===== config.mk =====
export PLATFORM = sky130hd
export DESIGN_NAME = dff_bank_arbiter_flat
export DESIGN_NICKNAME = d
export VERILOG_FILES = /design/src/rtl/dff_arb_pkg.sv /design/src/rtl/dff_bank_arbiter_if.sv /design/src/rtl/dff_bank_arbiter_rr_pick.sv /design/src/rtl/dff_bank_arbiter.sv /design/src/flat_wrapper.sv
export SDC_FILE = /design/constraint.sdc
export NUM_CORES = 1
export LEC_CHECK = 0
export ABC_AREA = 1
export CAP_MARGIN = 20
export CORE_ASPECT_RATIO = 0.6
export CORE_MARGIN = 2
export CORE_UTILIZATION = 47
export DETAILED_ROUTE_END_ITERATION = 8
export PLACE_DENSITY = 0.91
export SLEW_MARGIN = 40
export SYNTH_ARGS = -nofsm -noshare
export SYNTH_HDL_FRONTEND = slang
export SYNTH_SLANG_ARGS = --single-unit

===== constraint.sdc =====
create_clock -name clk -period 2.25 [get_ports clk]
set_clock_uncertainty 0.1 [all_clocks]
set_input_delay 0.45 -clock clk [delete_from_list [all_inputs] [get_ports clk]]
set_output_delay 0.45 -clock clk [all_outputs]
set_load 0.01 [all_outputs]

===== src/rtl/dff_arb_pkg.sv =====
// dff_arb_pkg: shared constants and width helpers for the round-robin register arbiter.
package dff_arb_pkg;
  localparam logic ST_IDLE = 1'b0;
  localparam logic ST_GRANT = 1'b1;
  localparam int GNT_CNT_W = 8;
  function automatic int idx_w(input int n);
    return n > 1 ? $clog2(n) : 1;
  endfunction
  function automatic int burst_w(input int m);
    return $clog2(m + 1);
  endfunction
endpackage


===== src/rtl/dff_bank_arbiter_if.sv =====
// dff_bank_arbiter_if: requester/register bus of the arbiter.
// gnt_cnt exists only when ARB_GNT_COUNT_EN is defined.
interface dff_bank_arbiter_if
  import dff_arb_pkg::*;
#(
  parameter int NUM_REQ = 4,
  parameter int DATA_W = 8
);
  logic [NUM_REQ-1:0] req;
  logic [NUM_REQ*DATA_W-1:0] wdata;
  logic [NUM_REQ-1:0] gnt;
  logic [DATA_W-1:0] q;
  logic wr_pulse;
  logic busy;
`ifdef ARB_GNT_COUNT_EN
  logic [NUM_REQ*GNT_CNT_W-1:0] gnt_cnt;
  modport master (output req, wdata, input gnt, q, wr_pulse, busy, gnt_cnt);
  modport slave (input req, wdata, output gnt, q, wr_pulse, busy, gnt_cnt);
`else
  modport master (output req, wdata, input gnt, q, wr_pulse, busy);
  modport slave (input req, wdata, output gnt, q, wr_pulse, busy);
`endif
endinterface


===== src/rtl/dff_bank_arbiter_rr_pick.sv =====
// rr_pick: combinational round-robin pick, first set req bit at or above ptr with wrap.
module rr_pick #(
  parameter int NUM_REQ = 4,
  parameter int IDX_W = 2
) (
  input  logic [NUM_REQ-1:0] req,
  input  logic [IDX_W-1:0]   ptr,
  output logic [NUM_REQ-1:0] pick,
  output logic [IDX_W-1:0]   idx
);
  logic [IDX_W:0] s;
  logic [IDX_W-1:0] j;
  // Scan from the farthest offset down so the nearest candidate to ptr wins.
  always_comb begin
    pick = '0;
    idx = '0;
    s = '0;
    j = '0;
    for (int k = NUM_REQ - 1; k >= 0; k--) begin
      s = {1'b0, ptr} + (IDX_W + 1)'(k);
      j = s >= (IDX_W + 1)'(NUM_REQ) ? IDX_W'(s - (IDX_W + 1)'(NUM_REQ)) : IDX_W'(s);
      pick = req[j] ? NUM_REQ'(1) << j : pick;
      idx = req[j] ? j : idx;
    end
  end
endmodule


===== src/rtl/dff_bank_arbiter.sv =====
// dff_bank_arbiter: round-robin write arbiter for one shared register with burst-limited ownership.
// Optional per-requester grant counters are enabled by ARB_GNT_COUNT_EN.
module dff_bank_arbiter
  import dff_arb_pkg::*;
#(
  parameter int NUM_REQ = 4,
  parameter int DATA_W = 8,
  parameter int MAX_BURST = 4
) (
  input logic clk,
  input logic rst_n,
  dff_bank_arbiter_if.slave bus
);
  localparam int IDX_W = idx_w(NUM_REQ);
  localparam int BURST_W = burst_w(MAX_BURST);
  localparam logic [BURST_W-1:0] BURST_MAX = BURST_W'(MAX_BURST);
  logic state_q, state_d;
  logic [NUM_REQ-1:0] gnt_q, gnt_d, pick;
  logic [IDX_W-1:0] owner_q, owner_d, ptr_q, ptr_d, pick_idx;
  logic [BURST_W-1:0] burst_q, burst_d, burst_inc;
  logic [DATA_W-1:0] q_q, q_d, wsel;
  logic wr_pulse_q, wr_pulse_d, grant, write, rotate, rel;
  rr_pick #(.NUM_REQ(NUM_REQ), .IDX_W(IDX_W)) u_pick (
    .req (bus.req),
    .ptr (ptr_q),
    .pick(pick),
    .idx (pick_idx)
  );
  always_ff @(posedge clk or negedge rst_n) begin
    if (!rst_n) begin
      state_q <= ST_IDLE;
      gnt_q <= '0;
      owner_q <= '0;
      ptr_q <= '0;
      burst_q <= '0;
      q_q <= '0;
      wr_pulse_q <= 1'b0;
    end else begin
      state_q <= state_d;
      gnt_q <= gnt_d;
      owner_q <= owner_d;
      ptr_q <= ptr_d;
      burst_q <= burst_d;
      q_q <= q_d;
      wr_pulse_q <= wr_pulse_d;
    end
  end
  // A forced rotation writes and releases on the same edge, so every handover costs one idle cycle.
  always_comb begin
    grant = state_q == ST_IDLE && |bus.req;
    write = state_q == ST_GRANT && bus.req[owner_q];
    burst_inc = burst_q == BURST_MAX ? burst_q : burst_q + 1'b1;
    rotate = write && burst_inc == BURST_MAX && |(bus.req & ~gnt_q);
    rel = state_q == ST_GRANT && (!bus.req[owner_q] || rotate);
    state_d = grant ? ST_GRANT : rel ? ST_IDLE : state_q;
    gnt_d = grant ? pick : rel ? '0 : gnt_q;
    owner_d = grant ? pick_idx : owner_q;
    ptr_d = rel ? (owner_q == IDX_W'(NUM_REQ - 1) ? '0 : owner_q + 1'b1) : ptr_q;
    burst_d = grant ? '0 : write ? burst_inc : burst_q;
    wr_pulse_d = write;
  end
  always_comb begin
    wsel = '0;
    for (int i = 0; i < NUM_REQ; i++) wsel = owner_q == IDX_W'(i) ? bus.wdata[i*DATA_W +: DATA_W] : wsel;
    q_d = write ? wsel : q_q;
    bus.gnt = gnt_q;
    bus.q = q_q;
    bus.wr_pulse = wr_pulse_q;
    bus.busy = |gnt_q;
  end
`ifdef ARB_GNT_COUNT_EN
  logic [NUM_REQ-1:0][GNT_CNT_W-1:0] cnt_q, cnt_d;
  always_ff @(posedge clk or negedge rst_n) begin
    if (!rst_n) cnt_q <= '0;
    else cnt_q <= cnt_d;
  end
  always_comb begin
    for (int i = 0; i < NUM_REQ; i++)
      cnt_d[i] = cnt_q[i] + GNT_CNT_W'(grant && pick[i] && cnt_q[i] != '1);
  end
  assign bus.gnt_cnt = cnt_q;
`endif
endmodule


===== src/flat_wrapper.sv =====
// flat-port wrapper written by rule: the top's interface ports become plain ports
module dff_bank_arbiter_flat import dff_arb_pkg::*;
#(
  parameter int NUM_REQ = 4,
  parameter int DATA_W = 8,
  parameter int MAX_BURST = 4
)
  (clk, rst_n, bus_req, bus_wdata, bus_gnt, bus_q, bus_wr_pulse, bus_busy);
  dff_bank_arbiter_if #(.NUM_REQ(NUM_REQ), .DATA_W(DATA_W)) bus_i ();
  input logic clk;
  input logic rst_n;
  input wire logic [$bits(bus_i.req)-1:0] bus_req;
  input wire logic [$bits(bus_i.wdata)-1:0] bus_wdata;
  output wire logic [$bits(bus_i.gnt)-1:0] bus_gnt;
  output wire logic [$bits(bus_i.q)-1:0] bus_q;
  output wire logic [$bits(bus_i.wr_pulse)-1:0] bus_wr_pulse;
  output wire logic [$bits(bus_i.busy)-1:0] bus_busy;
  assign bus_i.req = bus_req;
  assign bus_i.wdata = bus_wdata;
  assign bus_gnt = bus_i.gnt;
  assign bus_q = bus_i.q;
  assign bus_wr_pulse = bus_i.wr_pulse;
  assign bus_busy = bus_i.busy;
  dff_bank_arbiter #(.NUM_REQ(NUM_REQ), .DATA_W(DATA_W), .MAX_BURST(MAX_BURST)) u_core (.clk(clk), .rst_n(rst_n), .bus(bus_i));
endmodule

==> impl_metrics.ini, run 1 <==
[timing]
setup_violations = 0
drv_slew = 0
tightest_slew_ps = 502
fmax_mhz = 521
finalCriticalPeriod_ps = 1920
final.setup.worst_slack_ps = 331
max-slew-margin-rel = 0.665
fin_crit_sh = 0.853
setup_tns_ps = 0
hold_viol = 0
rsz0062_at_grt = false

[floorplan]
io_pins = 52
core_um2 = 3620
rows = 17
die_h_um = 51.2
die_x_um = 82.6
initial_utilization = 0.482
dieArea_um2 = 4230

[drt]
antenna_left = 0
wirelength_mm = 4.83
drt-met1-wl_mm = 2.20
met2_length_mm = 2.16
drc = 0
dr_wl_met3_um = 395
drt_iter0_markers = 100
viasPerCell = 5.27
top_layer = met4
dr.pass1.iters = 4
vias = 1893
routedWlPerCell_um = 13.5

[global_routing]
grt_max_degree = 22
first_global_vias = 1762
gr-total-overflow = 0
grt_pass1_wl_mm = 8.08
grtUsageTotal = 0.250
antenna_found_initial = 0

[flow_run]
cap_violations = 0

[critical_path]
endpoint_kind = output port
r2r-start = u_core.owner_q[0]
path_max_fanout = 3
crit_start = u_core.bus.gnt[1]
critPathRequiredTime_ps = 1700
path_class = reg -> out
crit_arrival_ps = 1370
start_kind = flop

[min_path]
hold_class = reg -> reg
holdCritStartpoint = u_core.bus.q[4]

[synthesis]
synth_cell_types = 26
synth_fp_nets = 308
ys_seq_elements = 21
ys.flop_type = dfrtp_1
syn-cell-area_um2 = 1740
synth-edff-count = 0
synth_area_per_cell_um2 = 6.81
yosysSeqAreaShare = 0.302
syn_inst = 256
ys_warn_count = 0
ys_async_sr_fraction = 1.00

[placed_design]
io_buffers = 51
dpl_worst_slack_ps = 216
dp_cells = 355
finalWeightedCongestion = 0.928
post-dp-hpwl_mm = 3.91

[cells_and_area]
multi_input_area_um2 = 1030
final_nets = 365
syn2layout_area_growth_pct = 36.7
drive_above_1_share = 0.115
fillCellCount = 306
antenna_cells = 0
register_area_um2 = 526
final_util = 0.659
layout.cells.non_filler = 359

[clock_tree]
cts_root_buf = clkbuf_8
htreeDepth = 1
numCtsBuffers = 3
cts_buffer_depth = 2
cts_resized = 0
cts_tree = yes
holdBufCountCts = 0
clk_latency_ps = 270
clock_sinks = 21
clk_pin_slew_ps = 80
postCtsSetupBuffers = 0

[power]
p_sw_mw = 1.73
p_seq_frac = 0.201
intPower_mw = 1.64
power.share.switching = 0.514
pwr_density_cell_nw_per_um2 = 1410
clockPowerShare = 0.076
p_leak_nw = 1.19
p_comb_frac = 0.723
ir_drop_v = 0.000631

[run_status]
outcome = complete, no violations
cells in the mapped netlist, types with 2 or more instances:
cell type,n,area (µm²)
inv_2,9,33.8
dfrtp_1,21,526
nand3_2,5,50.1
a21oi_1,15,75.1
buf_2,2,10.0
nand2_2,5,31.3
nand3_1,21,105
o21ai_1,18,90.1
nand2_1,65,244
a22oi_1,9,67.6
nor2_4,2,22.5
ha_1,14,175
nor2_1,24,90.1
nand2_4,2,22.5
o21ai_0,4,20.0
inv_1,30,113
cell type report:
class,count,area share
Clock inverter,1,0.00210
Timing Repair Buffer,57,0.238
Sequential cell,21,0.221
Multi-Input combinational cell,189,0.431
Inverter,41,0.0657
Clock buffer,3,0.0173
Tap cell,47,0.0247
metrics by stage:
stage	hold WS [ps]	area, µm²	power, mW
after global placement	373	2340	2.98
after floorplan	54.4	1740	2.29
final	401	2380	3.36
after global routing	417	2380	3.69
after detailed placement	386	2340	3.07
after CTS	405	2380	3.33
final timing paths:
kind / end / slack [ps] / cells past startpoint
worst max-delay path: bus_busy / 330 / 3
worst min-delay path: u_core.bus.q[4] / 400 / 2
worst max register to register: u_core.bus.q[0] / 390 / 6
worst min register to register: u_core.bus.q[4] / 400 / 2
max in group asynchronous: u_core.owner_q[0] / 1420 / 2
min in group asynchronous: u_core.burst_q[2] / 420 / 2
sequential cells by signal, summed over array words and instances, names as in the netlist:
name,cells
u_core.state_q,1
u_core.bus.q,8
u_core.ptr_q,2
u_core.burst_q,3
u_core.bus.wr_pulse,1
u_core.bus.gnt,4
u_core.owner_q,2
metal layers:
layer	up-vias	track usage
met5	-	0
met4	0	0.0628
met3	14	0.0601
met2	91	0.386
met1	857	0.352
li1	931	-
power by group through the flow:
stage	sequential, mW	combinational (mW)	clock, mW
5_1_grt	0.697	2.71	0.277
3_3_place_gp	0.676	2.30	0
4_1_cts	0.676	2.40	0.253
2_1_floorplan	0.738	1.56	0
6_report	0.677	2.43	0.255
3_5_place_dp	0.680	2.39	0
critical path, stage by stage, from the launching register on:
cell and delay, ps:
dfrtp_1 410, inv_1 100, nand4_1 110, clkdlybuf4s50_1 490
placed cells by master (no fill, tap or decap), types with 9 or more instances in the layout:
cell / Yosys / routed
a22oi_1: 9 / 9
clkdlybuf4s50_1: 0 / 51
inv_1: 30 / 30
inv_2: 9 / 9
o21ai_1: 18 / 18
a21oi_1: 15 / 15
nor2_1: 24 / 24
ha_1: 14 / 14
dfrtp_1: 21 / 21
nand3_1: 21 / 21
nand2_1: 65 / 65
cell families (layout without fill, tap and decap cells):
family / count (synthesis) / in the layout / share of synthesized area
DFF: 21 / 21 / 0.302
adders and majority gates: 14 / 14 / 0.101
buffers and inverters: 46 / 102 / 0.109
AOI/OAI and AO/OA: 48 / 48 / 0.154
and+or+nand+nor: 127 / 127 / 0.335
No activity file was read; power rests on OpenSTA's default activity.
==> run 2, diff against run 1 <==
--- a/config.mk
+++ b/config.mk
@@ -8,11 +8,12 @@
 export ABC_AREA = 1
 export CAP_MARGIN = 20
 export CORE_ASPECT_RATIO = 0.6
-export CORE_MARGIN = 2
-export CORE_UTILIZATION = 47
+export CORE_MARGIN = 1.5
+export CORE_UTILIZATION = 48
 export DETAILED_ROUTE_END_ITERATION = 8
-export PLACE_DENSITY = 0.91
+export PLACE_DENSITY = 0.92
 export SLEW_MARGIN = 40
 export SYNTH_ARGS = -nofsm -noshare
 export SYNTH_HDL_FRONTEND = slang
+export SYNTH_HIERARCHICAL = 1
 export SYNTH_SLANG_ARGS = --single-unit
==> impl_metrics.ini, run 2 <==
[synthesis]
ys_warn_count = 6
ys.flop_type = dfrtp_1
synth_top_area_frac = 0.295
synth-edff-count = 0
yosysSeqAreaShare = 0.295
synth_cell_types = 25
synth_common_cells = 97 x nand2_1, 29 x inv_1, 21 x dfrtp_1, 21 x nand3_1, 16 x o21ai_0
synth.most_common_cell = nand2_1
ys_seq_elements = 21
syn-cell-area_um2 = 1780
synth_fp_nets = 318
synth_top_area_cell = dfrtp_1
ys_async_sr_fraction = 1.00
synth_top_cells_by_area = dfrtp_1 30%, nand2_1 20%, ha_1 9.8%
synth_area_per_cell_um2 = 6.69
syn_inst = 266

[min_path]
hold_class = reg -> reg

[clock_tree]
clk_pin_slew_ps = 80
cts_root_buf = clkbuf_8
cts_tree = yes
numCtsBuffers = 3
clk_latency_ps = 260
holdBufCountCts = 0
clock_sinks = 21
htreeDepth = 1
cts_resized = 0
cts_buffer_depth = 2
postCtsSetupBuffers = 0

[global_routing]
grt_max_degree = 22
grtUsageTotal = 0.256
first_global_vias = 1700
gr-total-overflow = 0
antenna_found_initial = 0
grt_pass1_wl_mm = 8.05

[critical_path]
critPathBufInv = 2
crit_arrival_ps = 1480
critPathMaxStageDelay_ps = 510
crit_slowest_cell = clkdlybuf4s50_1
path_class = reg -> out
path_max_fanout = 3
endpoint_kind = output port
crit_family = buffers and inverters
start_kind = flop
critPathRequiredTime_ps = 1700
cp_cell_sequence = inv_1 -> nand4_1 -> clkdlybuf4s50_1

[drt]
viasPerCell = 5.32
dr_wl_met3_um = 433
top_layer = met4
antenna_left = 0
wirelength_mm = 4.77
drc = 0
vias = 1953
met2_length_mm = 2.05
drt_iter0_markers = 209
dr.pass1.iters = 5
drt-met1-wl_mm = 2.27
routedWlPerCell_um = 13.0

[placed_design]
io_buffers = 51
dp_cells = 363
finalWeightedCongestion = 0.963
post-dp-hpwl_mm = 3.92

[cells_and_area]
final_cell_mix = 97 x nand2_1, 51 x clkdlybuf4s50_1, 29 x inv_1
syn2layout_area_growth_pct = 35.6
fillCellCount = 266
largest_reg_flops = 8
antenna_cells = 0
drive_above_1_share = 0.118
layout_commonest_cell = nand2_1
final_nets = 375
layout.cells.non_filler = 367

[timing]
drv_slew = 0
rsz0062_at_grt = false
setup_tns_ps = 0
fmax_mhz = 492
finalCriticalPeriod_ps = 2030
max-slew-margin-rel = 0.696
tightest_slew_ps = 456
hold_viol = 0
fin_crit_sh = 0.904
setup_violations = 0

[floorplan]
io_pins = 52
rows = 16
dieArea_um2 = 4100
initial_utilization = 0.523
die_x_um = 81.6
core_um2 = 3400
die_h_um = 50.2

[run_status]
outcome = complete, no violations

[power]
pwr_density_cell_nw_per_um2 = 1380
ir_drop_v = 0.000628
p_leak_nw = 1.22

[flow_run]
cap_violations = 0
run 2: changes by cell type after synthesis, moves of 2 or more:
| cell | change |
|---|---|
| o21ai_1 | -10 |
| nand2_4 | +2 |
| nand2_1 | +32 |
| inv_2 | -3 |
| or2_0 | +3 |
| nor2_1 | -15 |
| o21ai_0 | +12 |
| a22oi_1 | -9 |
| o21ai_2 | +2 |
| clkbuf_1 | +2 |
run 2: report_power, final:
part	total [mW]	switching, mW	leakage [nW]	internal [mW]
clock	0.246	0.122	0.0255	0.123
sequential	0.677	0.128	0.267	0.549
combinational	2.42	1.49	0.927	0.930
total	3.34	1.74	1.22	1.60
run 2: path summary, 6_finish.rpt:
kind	slack, ps	to	startpoint	cells past startpoint
max	220	bus_busy	u_core/bus.gnt[2]	3
min	390	u_core/bus.q[6]	u_core/bus.q[6]	2
max reg2reg	270	u_core/bus.q[7]	u_core/owner_q[0]	7
min reg2reg	390	u_core/bus.q[6]	u_core/bus.q[6]	2
max in group asynchronous	1400	u_core/ptr_q[0]	rst_n	2
min in group asynchronous	430	u_core/bus.q[5]	rst_n	2
run 2: worst reg2reg max path, delay by kind of cell, from the launching register on:
kind,cells,cell delay (ps)
simple gates,2,140
buf+inv,2,380
fa+ha+maj,1,370
compound gates,2,420
flops,1,460
run 2: kinds of logic after synthesis:
kind of cell / count (synthesis) / share of synthesized area
DFF: 21 / 0.295
and+or+nand+nor: 148 / 0.384
adders and majority gates: 14 / 0.0984
AOI/OAI and AO/OA: 42 / 0.131
buffers and inverters: 41 / 0.0914
run 2: cell type report:
class / instances / area (µm²) / share of cell area
sequential: 21 / 526 / 0.218
clock buffer: 3 / 41.3 / 0.0171
inverter: 36 / 138 / 0.0570
tap: 45 / 56.3 / 0.0233
multi-input combinational: 204 / 1090 / 0.453
clock inverter: 1 / 5.00 / 0.00207
timing repair buffer: 57 / 556 / 0.230
run 2: stage by stage:
stage          instance area [µm²]  setup WS, ps  utilization  hold slack [ps]  total power, mW
3_5_place_dp                  2370          82.2        0.696              374             3.06
2_1_floorplan                 1780           373            -             54.4             2.29
4_1_cts                       2410           236        0.709              391             3.30
3_3_place_gp                  2370           124        0.696              363             2.96
5_1_grt                       2410           154        0.709              403             3.67
6_report                      2410           217        0.709              390             3.34
run 2: metal layers:
layer  vias to the layer above  track usage
met5                         -            0
met4                         0       0.0395
met2                       101        0.362
li1                        952            -
met3                         2       0.0509
met1                       898        0.403
==> run 3, diff against run 2 <==
--- a/config.mk
+++ b/config.mk
@@ -10,8 +10,9 @@
 export CORE_ASPECT_RATIO = 0.6
 export CORE_MARGIN = 1.5
 export CORE_UTILIZATION = 48
+export CTS_CLUSTER_SIZE = 20
 export DETAILED_ROUTE_END_ITERATION = 8
-export PLACE_DENSITY = 0.92
+export PLACE_DENSITY = 0.85
 export SLEW_MARGIN = 40
 export SYNTH_ARGS = -nofsm -noshare
 export SYNTH_HDL_FRONTEND = slang
==> impl_metrics.ini, run 3 (synthesized netlist as in run 2, its figures left out) <==
[global_routing]
antenna_found_initial = 0
grt_max_degree = 22
gr-total-overflow = 0
grt_pass1_wl_mm = 8.11
grtUsageTotal = 0.260
first_global_vias = 1732

[critical_path]
reg2reg_slack_ps = 250
start_kind = flop
endpoint_kind = flop
critPathRequiredTime_ps = 2310
path_class = reg -> reg
path_max_fanout = 9
r2r_end = u_core/bus.q[3]
critPathMaxStageDelay_ps = 480
rr_worst_depth = 7
crit_arrival_ps = 2060
r2r-start = u_core/owner_q[0]
cp_cell_sequence = inv_1 -> ha_1 -> inv_1 -> o21ai_0 -> o21ai_0 -> nand2_1 -> nand2_1
crit_slowest_cell = dfrtp_1

[drt]
drt_iter0_markers = 116
wirelength_mm = 4.76
dr.pass1.iters = 5
antenna_left = 0
drc = 0
routedWlPerCell_um = 12.9
viasPerCell = 5.10
vias = 1877

[min_path]
hold_class = reg -> reg
holdCritStartpoint = u_core/bus.q[5]
whs_path_depth = 2
hold_end = u_core/bus.q[5]

[floorplan]
rows = 16
core_um2 = 3400
die_x_um = 81.6
initial_utilization = 0.523
dieArea_um2 = 4100
io_pins = 52
die_h_um = 50.2

[power]
p_leak_nw = 1.22
ir_drop_v = 0.000631
pwr_density_cell_nw_per_um2 = 1380
total_power_mw = 3.35

[clock_tree]
clock_sinks = 21
numCtsBuffers = 3
cts_resized = 0
postCtsSetupBuffers = 0
cts_root_buf = clkbuf_8
clk_pin_slew_ps = 80
cts_tree = yes
clk_latency_ps = 260
htreeDepth = 1
cts_buffer_depth = 2
holdBufCountCts = 0

[cells_and_area]
drive_above_1_share = 0.121
final_nets = 376
fillCellCount = 284
largest_reg_flops = 8
syn2layout_area_growth_pct = 36.0
final_cell_mix = 97 x nand2_1, 51 x clkdlybuf4s50_1, 29 x inv_1
antenna_cells = 0
layout.cells.non_filler = 368
layout_commonest_cell = nand2_1

[placed_design]
post-dp-hpwl_mm = 3.86
io_buffers = 51
dpl_worst_slack_ps = 49.7
finalWeightedCongestion = 0.940
dp_cells = 364

[timing]
tightest_slew_ps = 452
setup_tns_ps = 0
fmax_mhz = 500
finalCriticalPeriod_ps = 2000
hold_viol = 0
final.setup.worst_slack_ps = 251
drv_slew = 0
max-slew-margin-rel = 0.699
fin_crit_sh = 0.889
setup_violations = 0
rsz0062_at_grt = false

[flow_run]
cap_violations = 0

[run_status]
outcome = complete, no violations
==> run 3: how the worst max path moves through the flow <==
stage / from / to / slack, ps / cells past startpoint
after floorplan: u_core/ptr_q[0] / u_core/bus.gnt[0] / 370 / 12
after global placement: bus_req[2] / u_core/bus.gnt[3] / 70 / 11
after detailed placement: bus_req[2] / u_core/bus.gnt[3] / 50 / 11
after CTS: u_core/bus.gnt[3] / bus_busy / 300 / 3
after global routing: u_core/owner_q[0] / u_core/bus.q[6] / 90 / 7
final: u_core/owner_q[0] / u_core/bus.q[3] / 250 / 7
==> run 3: report_power, final <==
group	leakage [nW]	switching, mW	total [mW]	internal [mW]
clock network	0.0255	0.126	0.250	0.123
registers	0.267	0.123	0.671	0.549
logic	0.932	1.48	2.43	0.946
==> run 3: worst max-delay path: cells and delay by family (launching register included) <==
family	cells	cell delay (ps)
AO/OA/AOI/OAI	2	350
flip-flops	1	480
buffers and inverters	2	420
AND/OR/NAND/NOR	2	160
adder cells (fa/ha/maj)	1	370
==> run 3: layout make-up <==
class / instances / area (µm²) / share of cell area
clock buffers: 3 / 41.3 / 0.0171
repair buffers: 58 / 563 / 0.233
multi-input cells: 204 / 1090 / 0.451
inverters: 36 / 138 / 0.0568
clock inverters: 1 / 5.00 / 0.00207
well taps: 45 / 56.3 / 0.0233
flip-flops and latches: 21 / 526 / 0.217
==> run 3: metal layers <==
metal | global-route usage | wire length (µm) | vias up
met1 | 0.383 | 2350 | 826
met3 | 0.0582 | 424 | 6
met5 | 0 | 0 | -
met4 | 0.0480 | 38 | 0
li1 | - | - | 954
met2 | 0.393 | 1940 | 91
==> run 3: through the flow <==
step	cell area, µm²	hold WS, ps	util
floorplan	1780	54.4	-
global placement	2370	367	0.698
detailed placement	2370	373	0.698
CTS	2420	396	0.711
global route	2420	417	0.711
finish	2420	404	0.711
